## config.mk

```make
export PLATFORM = sky130hd
export DESIGN_NAME = control_sequencer
export DESIGN_NICKNAME = d
export VERILOG_FILES = /design/src/rtl/control_sequencer.sv
export SDC_FILE = /design/constraint.sdc
export NUM_CORES = 1
export LEC_CHECK = 0
export ABC_CLOCK_PERIOD_IN_PS = 3720
export CAP_MARGIN = 20
export CORE_ASPECT_RATIO = 1.2
export CORE_MARGIN = 1.5
export CORE_UTILIZATION = 54
export DETAILED_ROUTE_END_ITERATION = 10
export GPL_TIMING_DRIVEN = 0
export MAX_ROUTING_LAYER = met4
export PLACE_DENSITY = 0.85
export SLEW_MARGIN = 20
export SYNTH_ARGS = -nofsm -noshare
export SYNTH_HDL_FRONTEND = slang
export SYNTH_SLANG_ARGS = --single-unit
```

## constraint.sdc

```tcl
create_clock -name clk -period 3.72 [get_ports clk]
set_input_delay 0.558 -clock clk [delete_from_list [all_inputs] [get_ports clk]]
set_output_delay 0.558 -clock clk [all_outputs]
set_load 0.02 [all_outputs]
```

## src/rtl/control_sequencer.sv

```systemverilog
// rtl/control_sequencer.sv - sequences the sample/stage/output register load-enables
// A prescaler drives periodic sequences. A trigger starts one-shot sequences. Status outputs are registered.
module control_sequencer #(
   parameter int NUM_STAGES = 4,
   parameter int CLK_DIV    = 16,
   parameter int CNT_W      = 16
) (
   input  logic                  clk,
   input  logic                  reset,
   input  logic                  run,
   input  logic                  trig,
   input  logic                  clr_overrun,
   output logic                  en_sample,
   output logic [NUM_STAGES-1:0] en_stage,
   output logic                  en_out,
   output logic                  busy,
   output logic                  done,
   output logic                  overrun,
   output logic [CNT_W-1:0]      sample_count
);

   localparam int PW = (CLK_DIV > 1) ? $clog2(CLK_DIV) : 1;
   localparam int IW = (NUM_STAGES > 1) ? $clog2(NUM_STAGES) : 1;

   typedef enum logic [1:0] {S_IDLE, S_LOAD, S_STAGE, S_UPDATE} state_t;

   logic [PW-1:0]         cnt_q, cnt_d;
   logic                  tick;
   state_t                state_q;
   logic [IW-1:0]         idx_q;
   logic                  en_sample_q, en_out_q, busy_q, done_q, overrun_q;
   logic [NUM_STAGES-1:0] en_stage_q;
   logic [CNT_W-1:0]      count_q;

   always_comb begin
      tick  = run && (cnt_q == PW'(CLK_DIV - 1));
      cnt_d = (!run || tick) ? '0 : cnt_q + 1'b1;
   end

   always_ff @(posedge clk or posedge reset) begin
      if (reset) cnt_q <= '0;
      else       cnt_q <= cnt_d;
   end

   // Outputs are registered alongside the state so each one reflects the state being entered.
   always_ff @(posedge clk or posedge reset) begin
      if (reset) begin
         state_q     <= S_IDLE;
         idx_q       <= '0;
         en_sample_q <= 1'b0;
         en_stage_q  <= '0;
         en_out_q    <= 1'b0;
         busy_q      <= 1'b0;
         done_q      <= 1'b0;
         overrun_q   <= 1'b0;
         count_q     <= '0;
      end else begin
         en_sample_q <= 1'b0;
         en_stage_q  <= '0;
         en_out_q    <= 1'b0;
         done_q      <= 1'b0;

         if (tick && state_q != S_IDLE) overrun_q <= 1'b1;
         else if (clr_overrun)          overrun_q <= 1'b0;

         case (state_q)
            S_IDLE: begin
               if (tick || trig) begin
                  state_q     <= S_LOAD;
                  en_sample_q <= 1'b1;
                  busy_q      <= 1'b1;
               end
            end
            S_LOAD: begin
               state_q    <= S_STAGE;
               idx_q      <= '0;
               en_stage_q <= NUM_STAGES'(1);
            end
            S_STAGE: begin
               if (idx_q == IW'(NUM_STAGES - 1)) begin
                  state_q  <= S_UPDATE;
                  en_out_q <= 1'b1;
                  done_q   <= 1'b1;
               end else begin
                  idx_q      <= idx_q + 1'b1;
                  en_stage_q <= NUM_STAGES'(1) << (idx_q + 1'b1);
               end
            end
            S_UPDATE: begin
               state_q <= S_IDLE;
               busy_q  <= 1'b0;
               count_q <= count_q + 1'b1;
            end
            default: state_q <= S_IDLE;
         endcase
      end
   end

   assign en_sample    = en_sample_q;
   assign en_stage     = en_stage_q;
   assign en_out       = en_out_q;
   assign busy         = busy_q;
   assign done         = done_q;
   assign overrun      = overrun_q;
   assign sample_count = count_q;

endmodule

```

* After elaboration in Yosys (flattened, before gate mapping)
Cells that the tools add are included.
** Storage, ports and cells
- Bits in registers :: 32
- Latch bits :: 0
- Memory bits (writable) :: 0
- Bits in read-only memories :: 0
- Bits of input ports :: 5
- Output and inout bits :: 25
- Word-level logic and storage cells :: 50
- Memories :: 0
** Operators by class
- $add $sub $neg :: 3
- $mul :: 0
- Div/mod/pow operators :: 0
- Order comparisons :: 0
- Eq/ne operators :: 8
- Shifts and indexed selects :: 1
- Muxes and demuxes :: 16
- Bitwise logic cells :: 0
- Reductions and logical operators :: 13
** Operators with widths (count)
- 16-bit by 1-bit adder with 16-bit output, second input constant :: 1
- 4-bit two-way mux :: 2
- 2-bit case mux with 4 select lines :: 1
- 4-bit case mux with 2 select lines :: 1
- 2-bit nonzero test :: 4
- 1-bit two-way mux :: 7
- 2-bit == test, second input constant :: 3
- 2-bit two-way mux :: 3
- 2-bit != test, second input constant :: 3
- 2-bit AND reduction :: 3
- 4-bit by 1-bit adder with 4-bit output, second input constant :: 1
- 4-bit == test, second input constant :: 1
- 2-bit case mux with 2 select lines :: 1
- 1-bit by 2-bit left shift with 4-bit output, first input constant :: 1
- 2-bit by 1-bit adder with 2-bit output, second input constant :: 1
- 2-bit by 1-bit == test with 1-bit output, second input constant :: 1
- 1-bit logical AND :: 2
- 2-bit logical NOT :: 1
- 1-bit logical OR :: 2
- 1-bit case mux with 2 select lines :: 1
- 1-bit logical NOT :: 1

* Longest topological paths before layout
Gate-level depths: netlist (run 1).
- Depth in word-level cells :: 5
- Gate-level depth with buffers :: 5
- Depth with buffers taken out :: 5

* Worst setup path before layout (run 1)
No wires, ideal clock.
- Kind :: register -> register
- From :: reg count_q[0] (netlist: sample_count[0])
- To :: reg count_q[12] (netlist: sample_count[12])
- Setup time :: 0.080 ns
- Data arrival time :: 1.355 ns
- Required time :: 3.640 ns
- Slack :: 2.285 ns
- Stages on the path, launching flop included :: 5
- Buffers on the path :: 0
- Clock period less this slack :: 1.435 ns
- Cells stage by stage :: dfrtp_1 > ha_1 > nand3_2 > nor4_2 > xor2_1
** On the way
- Word-level cells in the longest chain between the ends :: 1
** RTL lines
- start, declared :: line 33 : logic [CNT_W-1:0] count_q;
- start signal, assigned :: line 92 : count_q <= count_q + 1'b1;
- 16-bit by 1-bit adder with 16-bit output :: line 92
No other way between the ends.
A chain may end at the register's enable or synchronous reset.

* Final worst setup path (run 1)
- From :: reg count_q[2] (netlist: sample_count[2])
- To :: out sample_count[2]
** RTL lines
- end, declared :: line 19 : output logic [CNT_W-1:0] sample_count
No word-level cell between the ends.

==> run metrics, run 1 <==
M1 GR Usage=20.7%; leak pwr=0.900 nW; largest net degree at the start of global routing=33; met2 Track Usage GR=38.3%; later-pin clock latency in the skew report=0.34 ns; final critical-path required period=2.05 ns; critical path class=flip-flop to primary output; core footprint=2600 um^2; final hold vios=0; Remaining DRCs=0; Critical Path Sink Type=primary output; row count=20; Chip Height=61.2 um; Total Power=1.16 mW; CTS max path bufs=2; post-DR wirelength/cell=13.9 um; vias in the first global route=1073; asr flop ratio synth=100%; Buffers on Ports=29; Die ar.=3150 um^2; Max-Cap Viols=0; FF-to-FF path depth=5; Die Wd=51.5 um; critical path arrival=1.49 ns; Reg clk slew, reported paths=0.10 ns; count of pins over their slew limit=0; Avg Cell Area, Syn=11.9 um^2; worst-path maximum fanout=5; share of cells above drive strength 1=11.5%; cts bufs inserted=5; crit-path max cell delay=0.66 ns; via count=1049; worst-case vdd ir drop=0.000549 V; Buf+Inv Stages, Crit Path=1; gr ovfl total=0; Hold Crit Class=flip-flop to flip-flop; status=finished clean; Final period util=55.2%; CP Cell Sequence=clkdlybuf4s50_1; GRT Util Overall=21.6%; Vias/cell=5.30; post-cts resize count=0; final instance area=1910 um^2; Synth Register Bits=32; Num Clock Sinks=32; Final setup viols=0; CP top delay family=buffers and inverters; area leader, netlist=dfrtp_1; initial antenna violation count=0; cell with the most instances after synthesis=dfrtp_1; Crit path depth=1; number of synthesized flops with an enable pin=0; H-tree depth=2; GR peak layer=met2; Yosys Warn Count=0; CP startpoint kind=flip-flop; RePlAce Congestion=0.759; Unique masters post-synth=31; final WL=2.76 mm; initial DRC count=10; Fmax=487 MHz; met3 usage=7.52%; first-pass GRT wire length=4.62 mm; Net Count, Synth=143; RSZ-0062 raised after global routing=no; CTS tree=built; Rel. slew slack=56.6%; Commonest cells post-synth=32 x dfrtp_1, 14 x inv_1, 10 x ha_1, 10 x xor2_1, 8 x nand2_1; synth top area cells=dfrtp_1 53%, ha_1 8.2%, xor2_1 5.8%; top-area cell type share of the netlist area=52.6%; Max Clock Skew=0.0100 ns; pwr/cell area=607 nW/um^2; total negative slack=0 ns; Starting Density=58.5%; register area share after synthesis=52.6%; Post-Syn Area=1520 um^2; Ports=30; DP Area=1850 um^2; Mapped Cells=128; 1st-pass router iterations=4; antenna-violating nets left=0; Top FF cell, synth=dfrtp_1; Hold Path Cell Cnt=1; worst slew pin tran=0.649 ns; CP max-delay cell=clkdlybuf4s50_1; ANT cells=0; Post-CTS Setup Bufs=0; post-DP HPWL=2.04 mm; clock tree root buffer cell=clkbuf_4; worst path required time=3.16 ns; # hold bufs at CTS=0; Syn-to-layout area delta=25.6%; layout net count=179
## cells in the final DEF, fill, tap and decap left out, types with 4 or more instances in the layout
cell / instances
nor4_2: 5
and3_1: 4
inv_1: 13
ha_1: 10
dfrtp_1: 32
xnor2_1: 6
xor2_1: 10
nor3_1: 4
clkbuf_4: 5
nor2_1: 5
clkdlybuf4s50_1: 29
nand2_1: 8
## routing by layer
metal  wire length [um]  up-vias
li1                   -      515
met1               1020      512
met2               1570       17
met3                108        5
met4                 58        0
met5                  0        -
## kinds of logic after synthesis
logic type               after synthesis  synth area share, %
flip-flops                            32                 52.6
buffers and inverters                 16                 4.27
multiplexers                           2                 1.40
AND/OR/NAND/NOR                       39                 18.5
adder cells (fa/ha/maj)               10                 8.22
XOR/XNOR                              16                 9.20
AO/OA/AOI/OAI                         13                 5.83
## power breakdown
group / total, mW / switching [mW] / internal [mW] / leakage (nW)
sequential: 0.507 / 0.0857 / 0.421 / 0.425
combinational: 0.442 / 0.237 / 0.205 / 0.442
clock: 0.213 / 0.119 / 0.0932 / 0.0326
total: 1.16 / 0.442 / 0.719 / 0.900
## worst paths after layout
check	start	endpoint	slack [ns]
min in group asynchronous	reset	en_stage[1]	0.61
max in group asynchronous	reset	sample_count[2]	2.68
max reg2reg	state_q[0]	sample_count[15]	2.19
min reg2reg	sample_count[15]	sample_count[15]	0.47
max	sample_count[2]	sample_count[2]	1.67
min	sample_count[15]	sample_count[15]	0.47
## flip-flops by register name (all words and copies together) (netlist names)
signal / count
overrun: 1
busy: 1
idx_q: 2
cnt_q: 4
state_q: 2
en_sample: 1
sample_count: 16
en_stage: 4
done: 1
## final cells by class
type	instances	area, um^2
Buffer	2	12.5
Clock buffer	8	58.8
Fill cell	182	689
Inverter	14	52.6
Multi-Input combinational cell	80	657
Sequential cell	32	801
Tap cell	33	41.3
Timing Repair Buffer	29	290
## metrics by stage
step / utilization [%] / std cells / hold slack (ns) / setup slack (ns)
2_1_floorplan: - / 128 / 0.448 / 2.29
3_3_place_gp: 71.3 / 190 / 0.456 / 1.75
3_5_place_dp: 71.3 / 190 / 0.457 / 1.82
4_1_cts: 73.5 / 198 / 0.474 / 1.64
5_1_grt: 73.5 / 198 / 0.486 / 1.59
6_report: 73.5 / 198 / 0.470 / 1.67
(Power assumes the default switching activity.)
==> run 2: changes to the inputs <==
- ABC_CLOCK_PERIOD_IN_PS: 3720 -> 1900
- CORE_UTILIZATION: 54 -> 50
- PLACE_DENSITY: 0.85 -> 0.8
- clock period: 3.72 -> 1.9 ns (I/O delays scaled with it)
==> run 2 against run 1 <==
Net effect: clock skew is 0.0015 ns higher; register-to-register slack worse by 1.8 ns; design area decreased by 1.0%; die area increased by 7.6%; combinational power increased by 96%; largest cell class unchanged; final cell count fell by 1.0%; non-clock buffer count unchanged.
==> run metrics, run 2 (synthesis results as in run 1) <==
status=finished clean; final WL=2.70 mm; share of cells above drive strength 1=11.1%; worst-case vdd ir drop=0.000953 V; final hold vios=0; Max Clock Skew=0.0115 ns; Chip Height=63.5 um; Final period util=93.0%; worst-path maximum fanout=5; CP startpoint=sample_count[2]; 1st-pass router iterations=4; CTS tree=built; post-cts resize count=0; RSZ-0062 raised after global routing=no; Critical Path Sink Type=primary output; critical path arrival=1.48 ns; Hold Crit Class=primary input to async pin; Buffers on Ports=29; initial antenna violation count=0; clock tree root buffer cell=clkbuf_4; ANT cells=0; pwr/cell area=1160 nW/um^2; # hold bufs at CTS=0; dpl ws=0.255 ns; worst slew pin tran=0.652 ns; Ports=30; gr ovfl total=0; CP Cell Sequence=clkdlybuf4s50_1; final critical-path required period=1.77 ns; total negative slack=0 ns; vias in the first global route=1083; via count=1049; RePlAce Congestion=0.709; largest net degree at the start of global routing=33; GRT Util Overall=20.3%; most common cell after layout, fill and taps aside=dfrtp_1; worst r2r dst=state_q[0]; CP top delay family=buffers and inverters; worst path required time=1.62 ns; Die ar.=3390 um^2; Vias/cell=5.35; Die Wd=53.4 um; Syn-to-layout area delta=24.3%; CTS max path bufs=2; core footprint=2840 um^2; cts bufs inserted=5; first-pass GRT wire length=4.81 mm; most frequent cells in the layout=32 x dfrtp_1, 29 x clkdlybuf4s50_1, 13 x inv_1, 10 x xor2_1, 10 x ha_1; antenna-violating nets left=0; Final setup viols=0; Starting Density=53.7%; Num Clock Sinks=32; FF-to-FF path depth=4; Max-Cap Viols=0; critical path class=flip-flop to primary output; post-DP HPWL=2.02 mm; CP startpoint kind=flip-flop; row count=21; later-pin clock latency in the skew report=0.33 ns; Post-CTS Setup Bufs=0; Buf+Inv Stages, Crit Path=1; crit-path max cell delay=0.66 ns; reg2reg start=cnt_q[0]; Rel. slew slack=56.5%; count of pins over their slew limit=0; layout net count=179; Remaining DRCs=0; Fmax=566 MHz; Reg clk slew, reported paths=0.09 ns; H-tree depth=2; leak pwr=0.890 nW; final setup margin=0.132 ns; max reg flops=16; R2R setup slack=0.35 ns; initial DRC count=14; post-DR wirelength/cell=13.8 um; CP max-delay cell=clkdlybuf4s50_1
==> run 2: per-stage QoR <==
step	power [mW]	hold slack, ns	std cells	area, um^2	util (%)
floorplan	1.54	0.377	128	1520	-
global placement	1.82	0.457	191	1860	65.4
detailed placement	1.88	0.485	191	1860	65.4
CTS	2.22	0.385	196	1890	66.7
global route	2.36	0.405	196	1890	66.7
finish	2.19	0.363	196	1890	66.7
==> run 2: final cells by class <==
class | instances | area, um^2
buffer | 2 | 12.5
clock buffer | 5 | 37.5
fill | 227 | 945
inverter | 14 | 52.6
multi-input combinational | 80 | 657
sequential | 32 | 801
tap | 34 | 42.5
timing repair buffer | 29 | 290
==> run 2: worst max path at each step <==
stage,depth (start not counted),endpoint
6_report,1,sample_count[2]
5_1_grt,1,sample_count[3]
4_1_cts,1,sample_count[2]
3_5_place_dp,4,state_q[0]
3_3_place_gp,2,cnt_q[0]
2_1_floorplan,4,sample_count[12]
==> run 2: report_power, final <==
| part | switching (mW) | total [mW] | internal [mW] |
|---|---|---|---|
| Sequential | 0.171 | 0.996 | 0.824 |
| Clock | 0.207 | 0.330 | 0.123 |
| Combinational | 0.465 | 0.868 | 0.402 |
==> run 2: metal layers <==
metal / GRT usage (%) / up-vias / wire (um)
met5: - / - / 0
met4: 9.62 / 0 / 57
met3: 7.11 / 6 / 101
met2: 30.9 / 19 / 1380
met1: 23.7 / 512 / 1160
li1: - / 512 / -
